==> config.mk <==
export PLATFORM = sky130hd
export DESIGN_NAME = pipe_skid_reg_flat
export DESIGN_NICKNAME = d
export VERILOG_FILES = /design/src/rtl/lx32_pipe_pkg.sv /design/src/rtl/pipe_skid_reg_if.sv /design/src/rtl/pipe_skid_reg.sv /design/src/flat_wrapper.sv
export SDC_FILE = /design/constraint.sdc
export NUM_CORES = 1
export LEC_CHECK = 0
export BUFFER_PORTS_ARGS = -buffer_cell sky130_fd_sc_hd__clkbuf_2
export CORE_MARGIN = 2
export CORE_UTILIZATION = 48
export DETAILED_ROUTE_END_ITERATION = 12
export PLACE_DENSITY = 0.74
export SLEW_MARGIN = 15
export SYNTH_ARGS = -nofsm -noshare
export SYNTH_HDL_FRONTEND = slang
export SYNTH_SLANG_ARGS = --single-unit
==> constraint.sdc <==
create_clock -name clk -period 2.1 [get_ports clk]
set_input_delay 0 -clock clk [delete_from_list [all_inputs] [get_ports clk]]
set_output_delay 0 -clock clk [all_outputs]
set_load 0.05 [all_outputs]
==> src/rtl/lx32_pipe_pkg.sv <==
// Shared definitions for the lx32 pipeline skid register: state encoding,
// buffer depth and the state-to-occupancy mapping.
package lx32_pipe_pkg;

  localparam logic [1:0] SKID_DEPTH = 2'd2;

  typedef enum logic [1:0] {
    EMPTY = 2'd0,
    BUSY  = 2'd1,
    FULL  = 2'd2
  } skid_state_e;

  // Illegal encodings report as empty so no phantom beat is ever offered.
  function automatic logic [1:0] skid_occupancy(input skid_state_e st);
    logic [1:0] occ;
    case (st)
      EMPTY:   occ = 2'd0;
      BUSY:    occ = 2'd1;
      FULL:    occ = 2'd2;
      default: occ = 2'd0;
    endcase
    return occ;
  endfunction

endpackage

==> src/rtl/pipe_skid_reg_if.sv <==
// Handshake bundle for pipe_skid_reg: upstream write side, downstream read
// side, squash control and occupancy status.
interface pipe_skid_reg_if #(
  parameter int WIDTH = 32
);
  logic             flush;
  logic             in_valid;
  logic             in_ready;
  logic [WIDTH-1:0] in_data;
  logic             out_valid;
  logic             out_ready;
  logic [WIDTH-1:0] out_data;
  logic [1:0]       occupancy;

  modport master (
    output flush, in_valid, in_data, out_ready,
    input  in_ready, out_valid, out_data, occupancy
  );

  modport slave (
    input  flush, in_valid, in_data, out_ready,
    output in_ready, out_valid, out_data, occupancy
  );
endinterface

==> src/rtl/pipe_skid_reg.sv <==
// Two-entry valid/ready skid buffer. All outputs come straight from registers,
// so neither ready nor data has a combinational path through this stage.
module pipe_skid_reg
  import lx32_pipe_pkg::*;
#(
  parameter int WIDTH = 32
) (
  input logic            clk,
  input logic            rst_n,
  pipe_skid_reg_if.slave bus
);

  skid_state_e      state_q;
  skid_state_e      state_d_s;
  logic [WIDTH-1:0] main_q;
  logic [WIDTH-1:0] skid_q;
  logic [1:0]       occ_s;
  logic             in_fire_s;
  logic             out_fire_s;
  logic             main_en_s;
  logic             main_from_skid_s;
  logic             skid_en_s;

  assign occ_s         = skid_occupancy(state_q);
  assign bus.occupancy = occ_s;
  assign bus.out_valid = (occ_s != 2'd0);
  assign bus.in_ready  = (occ_s != SKID_DEPTH);
  assign bus.out_data  = main_q;

  assign in_fire_s  = bus.in_valid & bus.in_ready;
  assign out_fire_s = bus.out_valid & bus.out_ready;

  // Next state and data-register enables; flush overrides every transfer.
  always_comb begin
    state_d_s        = state_q;
    main_en_s        = 1'b0;
    main_from_skid_s = 1'b0;
    skid_en_s        = 1'b0;
    if (bus.flush) begin
      state_d_s = EMPTY;
    end else begin
      case (state_q)
        EMPTY: begin
          if (in_fire_s) begin
            state_d_s = BUSY;
            main_en_s = 1'b1;
          end else begin
            state_d_s = EMPTY;
          end
        end
        BUSY: begin
          case ({in_fire_s, out_fire_s})
            2'b11: begin
              state_d_s = BUSY;
              main_en_s = 1'b1;
            end
            2'b10: begin
              state_d_s = FULL;
              skid_en_s = 1'b1;
            end
            2'b01:   state_d_s = EMPTY;
            default: state_d_s = BUSY;
          endcase
        end
        FULL: begin
          // The older beat sits in main_q; the skid entry moves up behind it.
          if (out_fire_s) begin
            state_d_s        = BUSY;
            main_en_s        = 1'b1;
            main_from_skid_s = 1'b1;
          end else begin
            state_d_s = FULL;
          end
        end
        default: state_d_s = EMPTY;
      endcase
    end
  end

  // State register.
  always_ff @(posedge clk or negedge rst_n) begin
    if (!rst_n) begin
      state_q <= EMPTY;
    end else begin
      state_q <= state_d_s;
    end
  end

  // Head-of-buffer payload register.
  always_ff @(posedge clk or negedge rst_n) begin
    if (!rst_n) begin
      main_q <= {WIDTH{1'b0}};
    end else if (main_en_s) begin
      main_q <= main_from_skid_s ? skid_q : bus.in_data;
    end else begin
      main_q <= main_q;
    end
  end

  // Second-entry payload register, written only when main is stalled.
  always_ff @(posedge clk or negedge rst_n) begin
    if (!rst_n) begin
      skid_q <= {WIDTH{1'b0}};
    end else if (skid_en_s) begin
      skid_q <= bus.in_data;
    end else begin
      skid_q <= skid_q;
    end
  end

endmodule

==> src/flat_wrapper.sv <==
// flat-port wrapper written by rule: the top's interface ports become plain ports
module pipe_skid_reg_flat import lx32_pipe_pkg::*;
#(
  parameter int WIDTH = 32
)
  (clk, rst_n, bus_flush, bus_in_valid, bus_in_data, bus_out_ready, bus_in_ready, bus_out_valid, bus_out_data, bus_occupancy);
  pipe_skid_reg_if #(.WIDTH(WIDTH)) bus_i ();
  input logic clk;
  input logic rst_n;
  input wire logic [$bits(bus_i.flush)-1:0] bus_flush;
  input wire logic [$bits(bus_i.in_valid)-1:0] bus_in_valid;
  input wire logic [$bits(bus_i.in_data)-1:0] bus_in_data;
  input wire logic [$bits(bus_i.out_ready)-1:0] bus_out_ready;
  output wire logic [$bits(bus_i.in_ready)-1:0] bus_in_ready;
  output wire logic [$bits(bus_i.out_valid)-1:0] bus_out_valid;
  output wire logic [$bits(bus_i.out_data)-1:0] bus_out_data;
  output wire logic [$bits(bus_i.occupancy)-1:0] bus_occupancy;
  assign bus_i.flush = bus_flush;
  assign bus_i.in_valid = bus_in_valid;
  assign bus_i.in_data = bus_in_data;
  assign bus_i.out_ready = bus_out_ready;
  assign bus_in_ready = bus_i.in_ready;
  assign bus_out_valid = bus_i.out_valid;
  assign bus_out_data = bus_i.out_data;
  assign bus_occupancy = bus_i.occupancy;
  pipe_skid_reg #(.WIDTH(WIDTH)) u_core (.clk(clk), .rst_n(rst_n), .bus(bus_i));
endmodule
==> results of run 1 <==
layout make-up:
cell class | instances | area (um^2)
Timing Repair Buffer | 121 | 918
Inverter | 5 | 21.3
Fill cell | 426 | 1730
Clock buffer | 13 | 169
Tap cell | 75 | 93.8
Clock inverter | 2 | 35.0
Sequential cell | 66 | 1650
Multi-Input combinational cell | 115 | 1410
cell usage after synthesis:
library cell,n,area share [%]
nor3_1,2,0.33
nor2b_1,1,0.21
a222oi_1,1,0.33
nand3b_2,1,0.37
buf_6,3,1.1
a22oi_1,2,0.49
nand2_1,1,0.12
mux2_4,2,0.99
dfrtp_1,66,54
nand3b_1,2,0.49
buf_2,3,0.49
mux2_2,94,35
inv_1,5,0.62
a211oi_4,1,0.66
ha_1,8,3.3
clkbuf_8,3,1.4
report_power, final:
part	total [W]	switching, W	internal (W)	leakage (nW)
logic	0.00177	0.00105	0.000717	1.14
registers	0.00197	0.000241	0.00173	0.788
clock network	0.00108	0.000446	0.000638	0.106
state kept, by name, summed over array words and instances, names as in the netlist:
signal and flops:
u_core.skid_q 32, u_core.state_q 2, u_core.bus.out_data 32
worst reg2reg max path, cell delays in order, from the launching register on:
cell	delay (ns)
dfrtp_2	0.42
inv_2	0.07
ha_4	0.28
nand2_4	0.06
inv_4	0.06
ha_4	0.12
a22oi_2	0.06
a211oi_4	0.28
buf_6	0.19
clkbuf_16	0.17
mux2_4	0.30
worst min-delay path by stage:
| stage | from | to | slack, ns | depth (start not counted) |
|---|---|---|---|---|
| final | rst_n | u_core.bus.out_data[31] | 0.12 | 2 |
| after global routing | rst_n | u_core.bus.out_data[0] | 0.15 | 2 |
| after CTS | rst_n | u_core.skid_q[20] | 0.12 | 2 |
| after detailed placement | rst_n | u_core.skid_q[20] | -0.06 | 1 |
| after global placement | rst_n | u_core.bus.out_data[20] | -0.06 | 1 |
| after floorplan | rst_n | u_core.bus.out_data[0] | -0.30 | 0 |
cell families after synthesis:
kind of cell	after synthesis	synth area share [%]
AO/OA/AOI/OAI	4	1.48
AND/OR/NAND/NOR	7	1.52
multiplexers	96	35.8
buffers and inverters	14	3.58
adder cells (fa/ha/maj)	8	3.29
flip-flops	66	54.3
per-layer routing:
metal / vias up / track usage (%) / routed length, um
met5: - / 0 / 0
met3: 11 / 3.96 / 237
li1: 945 / - / -
met2: 47 / 30.5 / 3120
met1: 1034 / 25.1 / 2890
met4: 0 / 8.06 / 104
repair_timing:
action | CTS | global route
endpoints found under the hold margin | 68 | 0
hold buffers | 34 | 0
pin swaps | 0 | 3
buffers inserted | 0 | 4
gates cloned | 0 | 3
gates resized for setup | 2 | 10
endpoints found under the setup margin | 20 | 32
metrics by stage:
step,hold WS [ns],setup TNS [ns],cells
global placement,-0.0636,0,341
finish,0.122,-0.238,397
floorplan,-0.296,-0.913,195
detailed placement,-0.0618,-0.0650,341
CTS,0.117,0,390
global route,0.147,-2.55,397
==> metrics.cfg, run 1 <==
[run_status]
status = complete, but fails checks
violations = setup timing

[floorplan]
io_pins = 73
die_x_um = 83.6
core_mm2 = 0.00603
core.rowCount = 28
dieHeight_um = 83.6
initial_utilization_pct = 50.5
die-area_mm2 = 0.00699

[sta]
min_period_ns = 2.12
hold_viol = 0
slew-limit-headroom_pct = 73.6
finalWorstSetupSlack_ns = -0.0238
period_share_pct = 101
tightest_slew_ns = 0.396
slew_violations = 0
setup_viol_count_final = 22
fin_skew_ns = 0.00643
grt_setup_unrepaired = yes
fmax_ghz = 0.471

[worst_setup_path]
cp_top_family = buffers and inverters
worstPathCellList = inv_2 -> ha_4 -> nand2_4 -> inv_4 -> ha_4 -> a22oi_2 -> a211oi_4 -> buf_6 -> clkbuf_16 -> mux2_4
reg2reg_to = u_core.bus.out_data[23]
max_stage_delay_ns = 0.42
critical_path_buf_inv_count = 4
cp-start-kind = flip-flop
r2r_slack_ns = -0.02
cp.required_ns = 2.31
end_kind = flip-flop
cp.arrival_ns = 2.33
worst-path-stages = 10
cpMaxStageDelayCell = dfrtp_2
cp_common_cell = ha_4
startpoint = u_core.state_q[1]
path_max_fanout = 6
worst-r2r-cell-count = 10
r2r-start = u_core.state_q[1]
cp-endpoint = u_core.bus.out_data[23]
critPathKind = reg -> reg

[cells_and_area]
final_area_mm2 = 0.00430
drive_gt1_share_pct = 65.2
final_nets = 363
final_cell_mix = mux2_2 (76), clkbuf_2 (72), dfrtp_1 (65), dlygate4sd3_1 (34), mux2_4 (20)
diodes = 0
layout_commonest_cell = mux2_2
syn2layout_area_growth_pct = 41.4
final_util_pct = 71.3

[clocking]
cts.clk_slew.worst_paths_ns = 0.07
numCtsBuffers = 9
clockBufferDepth = 2
clockRootBuffer = clkbuf_8
numClockSinks = 66
cts_tree = built
h-tree-depth = 3
insertion_delay_ns = 0.33

[pwr]
leakagePower_nw = 2.04
p_per_area_mw_per_mm2 = 1120
peakVddDrop_v = 0.000711
finalPower_w = 0.00482

[logic_synthesis]
avgSynthCellArea_um2 = 15.6
yosys_warnings = 0
synthDistinctLibCells = 16
synth_area_mm2 = 0.00304
synthCells = 195
synth.yosys.seq_area_share_pct = 54.3
synth_fp_nets = 240
synth-seq-cells = 66

[place]
placed_cell_area_mm2 = 0.00362
portBuffers = 72
place.gp.congestion = 0.810
dpl.hpwl_um = 3960
place_ws_ns = -0.0169

[routing]
wl_um = 6350
drtAntennaViolNets = 0
drt_pre_antenna_iters = 4
avgViaCountPerCell = 5.13
wl_per_cell_um = 16.0
vias = 2037
drc = 0
drt_iter0_markers = 71

[min_path]
min_path_type = in -> async

[grt]
grt_pass1_wl_um = 10600
grt_max_degree = 33
track_usage_pct = 19.0
antenna_found_initial = 0
overflow = 0
grt_pass1_vias = 2223

[run]
maxCapViolCount = 0

Power figures use the tool's default switching activity.
==> run 2, diff against run 1 <==
==> constraint.sdc (replaced) <==
create_clock -name clk -period 2.1 [get_ports clk]
set_input_delay 0.63 -clock clk [delete_from_list [all_inputs] [get_ports clk]]
set_output_delay 0.63 -clock clk [all_outputs]
set_load 0.05 [all_outputs]
==> run 2 against run 1 <==
  * The run now ends clean
  * Clock skew grew 0.0025 ns
  * Power is 2.8% lower
  * Combinational power decreased by 7%
  * Flip-flop and latch count unchanged
  * Global-route usage decreased by 2.2 points
  * Clock-buffer cell count shrank 2
  * Cell count fell by 8.3%
  * Critical path depth stayed put
  * Non-clock buffer count down 34
  * Largest power group unchanged
==> metrics.cfg, run 2 (synthesis results as in run 1) <==
[run_status]
status = finished clean

[sta]
final.setup.tns_ns = 0
fmax_ghz = 0.483
min_period_ns = 2.07
setup_viol_count_final = 0
period_share_pct = 98.7
tightest_slew_ns = 0.349
hold_viol = 0
grt_setup_unrepaired = yes
fin_skew_ns = 0.00891
whs_ns = 0.307
slew_violations = 0
slew-limit-headroom_pct = 76.7

[clocking]
h-tree-depth = 3
cts.clk_slew.worst_paths_ns = 0.07
numClockSinks = 66
clockBufferDepth = 2
clockRootBuffer = clkbuf_8
cts_tree = built
numCtsBuffers = 9
insertion_delay_ns = 0.33
holdBufCountCts = 0

[routing]
drc = 0
drt_pre_antenna_iters = 4
wl_per_cell_um = 15.1
vias = 1871
wl_um = 5510
avgViaCountPerCell = 5.14
drtAntennaViolNets = 0
drt_iter0_markers = 96

[place]
dpl.hpwl_um = 3760
portBuffers = 72
place.gp.congestion = 0.732
placed_cell_area_mm2 = 0.00362
placed_cells = 345

[grt]
grt_pass1_wl_um = 9270
track_usage_pct = 16.8
overflow = 0
grt_max_degree = 67
grt_pass1_vias = 1889
antenna_found_initial = 0

[worst_setup_path]
worstPathCellList = inv_2 -> ha_4 -> nand2_4 -> inv_2 -> ha_4 -> a22oi_2 -> a211oi_4 -> buf_4 -> buf_8 -> mux2_2
cp_top_family = buffers and inverters
critPathKind = reg -> reg
critical_path_buf_inv_count = 4
path_max_fanout = 11
cp.required_ns = 2.32
end_kind = flip-flop
cp.arrival_ns = 2.29
cpMaxStageDelayCell = dfrtp_1
cp-start-kind = flip-flop
max_stage_delay_ns = 0.41

[pwr]
leakagePower_nw = 1.84
p_per_area_mw_per_mm2 = 1210
peakVddDrop_v = 0.000650

[cells_and_area]
seqCellArea_mm2 = 0.00165
multi_input_area_mm2 = 0.00137
final_nets = 329
diodes = 0
final_cell_mix = mux2_2 (84), clkbuf_2 (72), dfrtp_1 (66), mux2_4 (12), clkbuf_8 (11)
drive_gt1_share_pct = 73.0
final_area_mm2 = 0.00387
final_util_pct = 64.2
layout_commonest_cell = mux2_2
n_fill_cell = 476
stdcell_count = 364
syn2layout_area_growth_pct = 27.2

[run]
maxCapViolCount = 0

[floorplan]
die_x_um = 83.6
io_pins = 73
dieHeight_um = 83.6
initial_utilization_pct = 50.5
core_mm2 = 0.00603
core.rowCount = 28
die-area_mm2 = 0.00699

[min_path]
min_path_type = in -> async

==> run 2: cell count changes in the layout (fill, tap and decap cells not counted), sizes merged <==
cell / before / now
dlygate4sd3: 34 / 0
clkbuf: 87 / 83
buf: 13 / 15
clkinv: 1 / 3
clkinvlp: 0 / 1
==> run 2: layout make-up <==
class                      instances  share of cell area [%]
clock inverter                     5                    1.36
tap                               75                    2.43
sequential                        66                    42.7
timing repair buffer              87                    13.6
inverter                           5                   0.485
multi-input combinational        115                    35.5
clock buffer                      11                    3.92
==> run 2: stage by stage <==
step | total power [W] | setup WS, ns
after global routing | 0.00493 | -0.0503
after floorplan | 0.00322 | -0.0334
after detailed placement | 0.00364 | -0.0553
after CTS | 0.00473 | -0.0103
after global placement | 0.00359 | 0.0192
final | 0.00469 | 0.0277
==> run 2: report_power, final <==
| part | switching (W) | internal (W) | total (W) |
|---|---|---|---|
| registers | 0.000227 | 0.00173 | 0.00196 |
| clock network | 0.000472 | 0.000607 | 0.00108 |
| logic | 0.00102 | 0.000634 | 0.00165 |
| total | 0.00172 | 0.00297 | 0.00469 |
==> run 2: repair_timing <==
item                                   in CTS  in global routing
setup buffers                               0                  2
endpoints found under the hold margin       0                  0
resized for setup                           0                  6
setup endpoints to repair                   5                 28
cloned                                      0                  1
==> run 2: worst register-to-register path, cell delays in order (launching register included) <==
cell      delay, ns
dfrtp_1        0.41
inv_2          0.07
ha_4           0.27
nand2_4        0.06
inv_2          0.06
ha_4           0.12
a22oi_2        0.06
a211oi_4       0.25
buf_4          0.17
buf_8          0.14
mux2_2         0.34
==> run 2: path summary, 6_finish.rpt <==
check	from	endpoint	slack, ns	depth (start not counted)
max	u_core.state_q[1]	u_core.bus.out_data[15]	0.03	10
min	rst_n	u_core.bus.out_data[12]	0.31	2
max reg2reg	u_core.state_q[1]	u_core.bus.out_data[15]	0.03	10
min reg2reg	u_core.skid_q[29]	u_core.skid_q[29]	0.50	1
max in group asynchronous	rst_n	u_core.bus.out_data[22]	1.51	2
min in group clk	u_core.skid_q[29]	u_core.skid_q[29]	0.50	1
==> run 2: metal layers <==
| metal | vias up | track usage, % | share of wire, % |
|---|---|---|---|
| met3 | 11 | 4.06 | 4.6 |
| met1 | 931 | 23.5 | 47 |
| met5 | - | 0 | 0 |
| li1 | 880 | - | - |
| met4 | 0 | 8.06 | 2.0 |
| met2 | 49 | 24.6 | 46 |
==> run 3, diff against run 2 <==
CORE_UTILIZATION = 50   (was 48)
PLACE_DENSITY = 0.73   (was 0.74)
clock period = 2.06 ns   (was 2.1 ns; I/O delays follow)
==> run 3 against run 2 <==
  * The flow now finishes with violations (setup timing)
  * Hold slack worse by 0.012 ns
  * Combinational power is 8% higher
  * Cell count is 1.4% higher
  * Sequential share of layout area is 1.7 points lower
  * Via count is 1.4% higher
  * Utilization is 4.3 points higher
  * Setup slack worse by 0.068 ns
  * Die area is 3.8% lower
==> metrics.cfg, run 3 (synthesis results as in run 1) <==
[clocking]
numCtsBuffers = 9
clockBufferDepth = 2
cts_tree = built
insertion_delay_ns = 0.33
cts.clk_slew.worst_paths_ns = 0.07
h-tree-depth = 3
clockRootBuffer = clkbuf_8
numClockSinks = 66

[routing]
wl_per_cell_um = 15.7
vias = 1897
drtAntennaViolNets = 0
drt_pre_antenna_iters = 4
drt_iter0_markers = 45
drc = 0
wl_um = 5790
avgViaCountPerCell = 5.14

[worst_setup_path]
cp.arrival_ns = 2.31
reg2reg_to = u_core.bus.out_data[31]
cp-start-kind = flip-flop
end_kind = flip-flop
path_max_fanout = 7
r2r-start = u_core.state_q[1]
critPathKind = reg -> reg
r2r_slack_ns = -0.04
worst-r2r-cell-count = 10
cp.required_ns = 2.27

[sta]
fmax_ghz = 0.476
min_period_ns = 2.10
final.setup.tns_ns = -0.177
finalWorstSetupSlack_ns = -0.0404
period_share_pct = 102
setup_viol_count_final = 6
slew_violations = 0
hold_viol = 0
fin_skew_ns = 0.00867
slew-limit-headroom_pct = 76.7
tightest_slew_ns = 0.350
grt_setup_unrepaired = yes

[cells_and_area]
final_nets = 334
layout_commonest_cell = clkbuf_2
stdcell_count = 369
syn2layout_area_growth_pct = 32.5
diodes = 0
drive_gt1_share_pct = 73.5
final_cell_mix = clkbuf_2 (71), mux2_2 (69), dfrtp_1 (66), mux2_4 (27)

[grt]
grt_pass1_vias = 2008
grt_pass1_wl_um = 9160
overflow = 0
antenna_found_initial = 0
track_usage_pct = 18.3
grt_max_degree = 67

[floorplan]
dieHeight_um = 82.0
core.rowCount = 28
io_pins = 73
core_mm2 = 0.00589
die_x_um = 82.0
initial_utilization_pct = 51.7
die-area_mm2 = 0.00672

[pwr]
leakagePower_nw = 1.95
peakVddDrop_v = 0.000817
p_per_area_mw_per_mm2 = 1180

[place]
place.gp.congestion = 0.761
portBuffers = 72
placed_cells = 346
place_ws_ns = -0.0708
dpl.hpwl_um = 3750

[run]
maxCapViolCount = 0

[run_status]
status = complete, but fails checks
violations = setup timing

[min_path]
min_path_type = in -> async

-- run 3: cell types whose count changed in the layout (fill, tap and decap cells not counted), sizes merged --
cell,before,now
bufinv,1,0
clkbuf,83,85
buf,15,19
-- run 3: power breakdown --
| group | switching [W] | internal [W] | leakage (nW) |
|---|---|---|---|
| clock | 0.000476 | 0.000501 | 0.0924 |
| combinational | 0.00106 | 0.000722 | 1.07 |
| sequential | 0.000239 | 0.00176 | 0.789 |
-- run 3: worst max-delay path by stage --
| stage | startpoint | to | slack (ns) |
|---|---|---|---|
| global placement | bus_in_valid | u_core.bus.out_data[29] | -0.04 |
| floorplan | u_core.state_q[1] | u_core.bus.out_data[10] | -0.07 |
| CTS | u_core.state_q[1] | u_core.bus.out_data[30] | -0.02 |
| global route | u_core.state_q[1] | u_core.bus.out_data[31] | -0.13 |
| finish | u_core.state_q[1] | u_core.bus.out_data[31] | -0.04 |
| detailed placement | bus_in_valid | u_core.bus.out_data[24] | -0.07 |
-- run 3: worst max-delay path, cell delays in order (launching register included) --
cell	delay (ns)
dfrtp_1	0.41
inv_2	0.07
ha_4	0.28
nand2_4	0.06
inv_4	0.05
ha_4	0.12
a22oi_2	0.06
a211oi_4	0.29
buf_4	0.18
clkbuf_16	0.15
mux2_2	0.33
-- run 3: layout make-up --
class / instances / area (um^2)
flip-flops and latches: 66 / 1650
multi-input cells: 115 / 1440
clock buffers: 12 / 155
clock inverters: 4 / 26.3
repair buffers: 92 / 639
fillers: 439 / 1860
well taps: 75 / 93.8
inverters: 5 / 21.3
-- run 3: what timing repair did --
| item | in CTS | in global routing |
|---|---|---|
| hold buffers | 0 | 0 |
| endpoints found under the setup margin | 8 | 47 |
| cloned | 0 | 2 |
| resized for setup | 2 | 19 |
| setup buffers | 0 | 5 |
| endpoints found under the hold margin | 0 | 0 |
-- run 3: metal layers --
layer / share of wire [%] / track usage, % / vias to the layer above / wire, um
met5: 0 / 0 / - / 0
met4: 0.55 / 6.50 / 0 / 32
met3: 5.4 / 5.49 / 2 / 310
met2: 47 / 29.0 / 46 / 2710
met1: 47 / 23.8 / 965 / 2730
li1: - / - / 884 / -
-- run 3: per-stage QoR --
stage / util [%] / cell area (um^2) / power, W / hold slack [ns]
6_report: 68.4 / 4030 / 0.00476 / 0.296
5_1_grt: 68.4 / 4030 / 0.00503 / 0.303
4_1_cts: 65.8 / 3870 / 0.00472 / 0.304
3_5_place_dp: 62.6 / 3680 / 0.00372 / 0.493
3_3_place_gp: 62.6 / 3680 / 0.00367 / 0.482
2_1_floorplan: - / 3130 / 0.00329 / 0.322
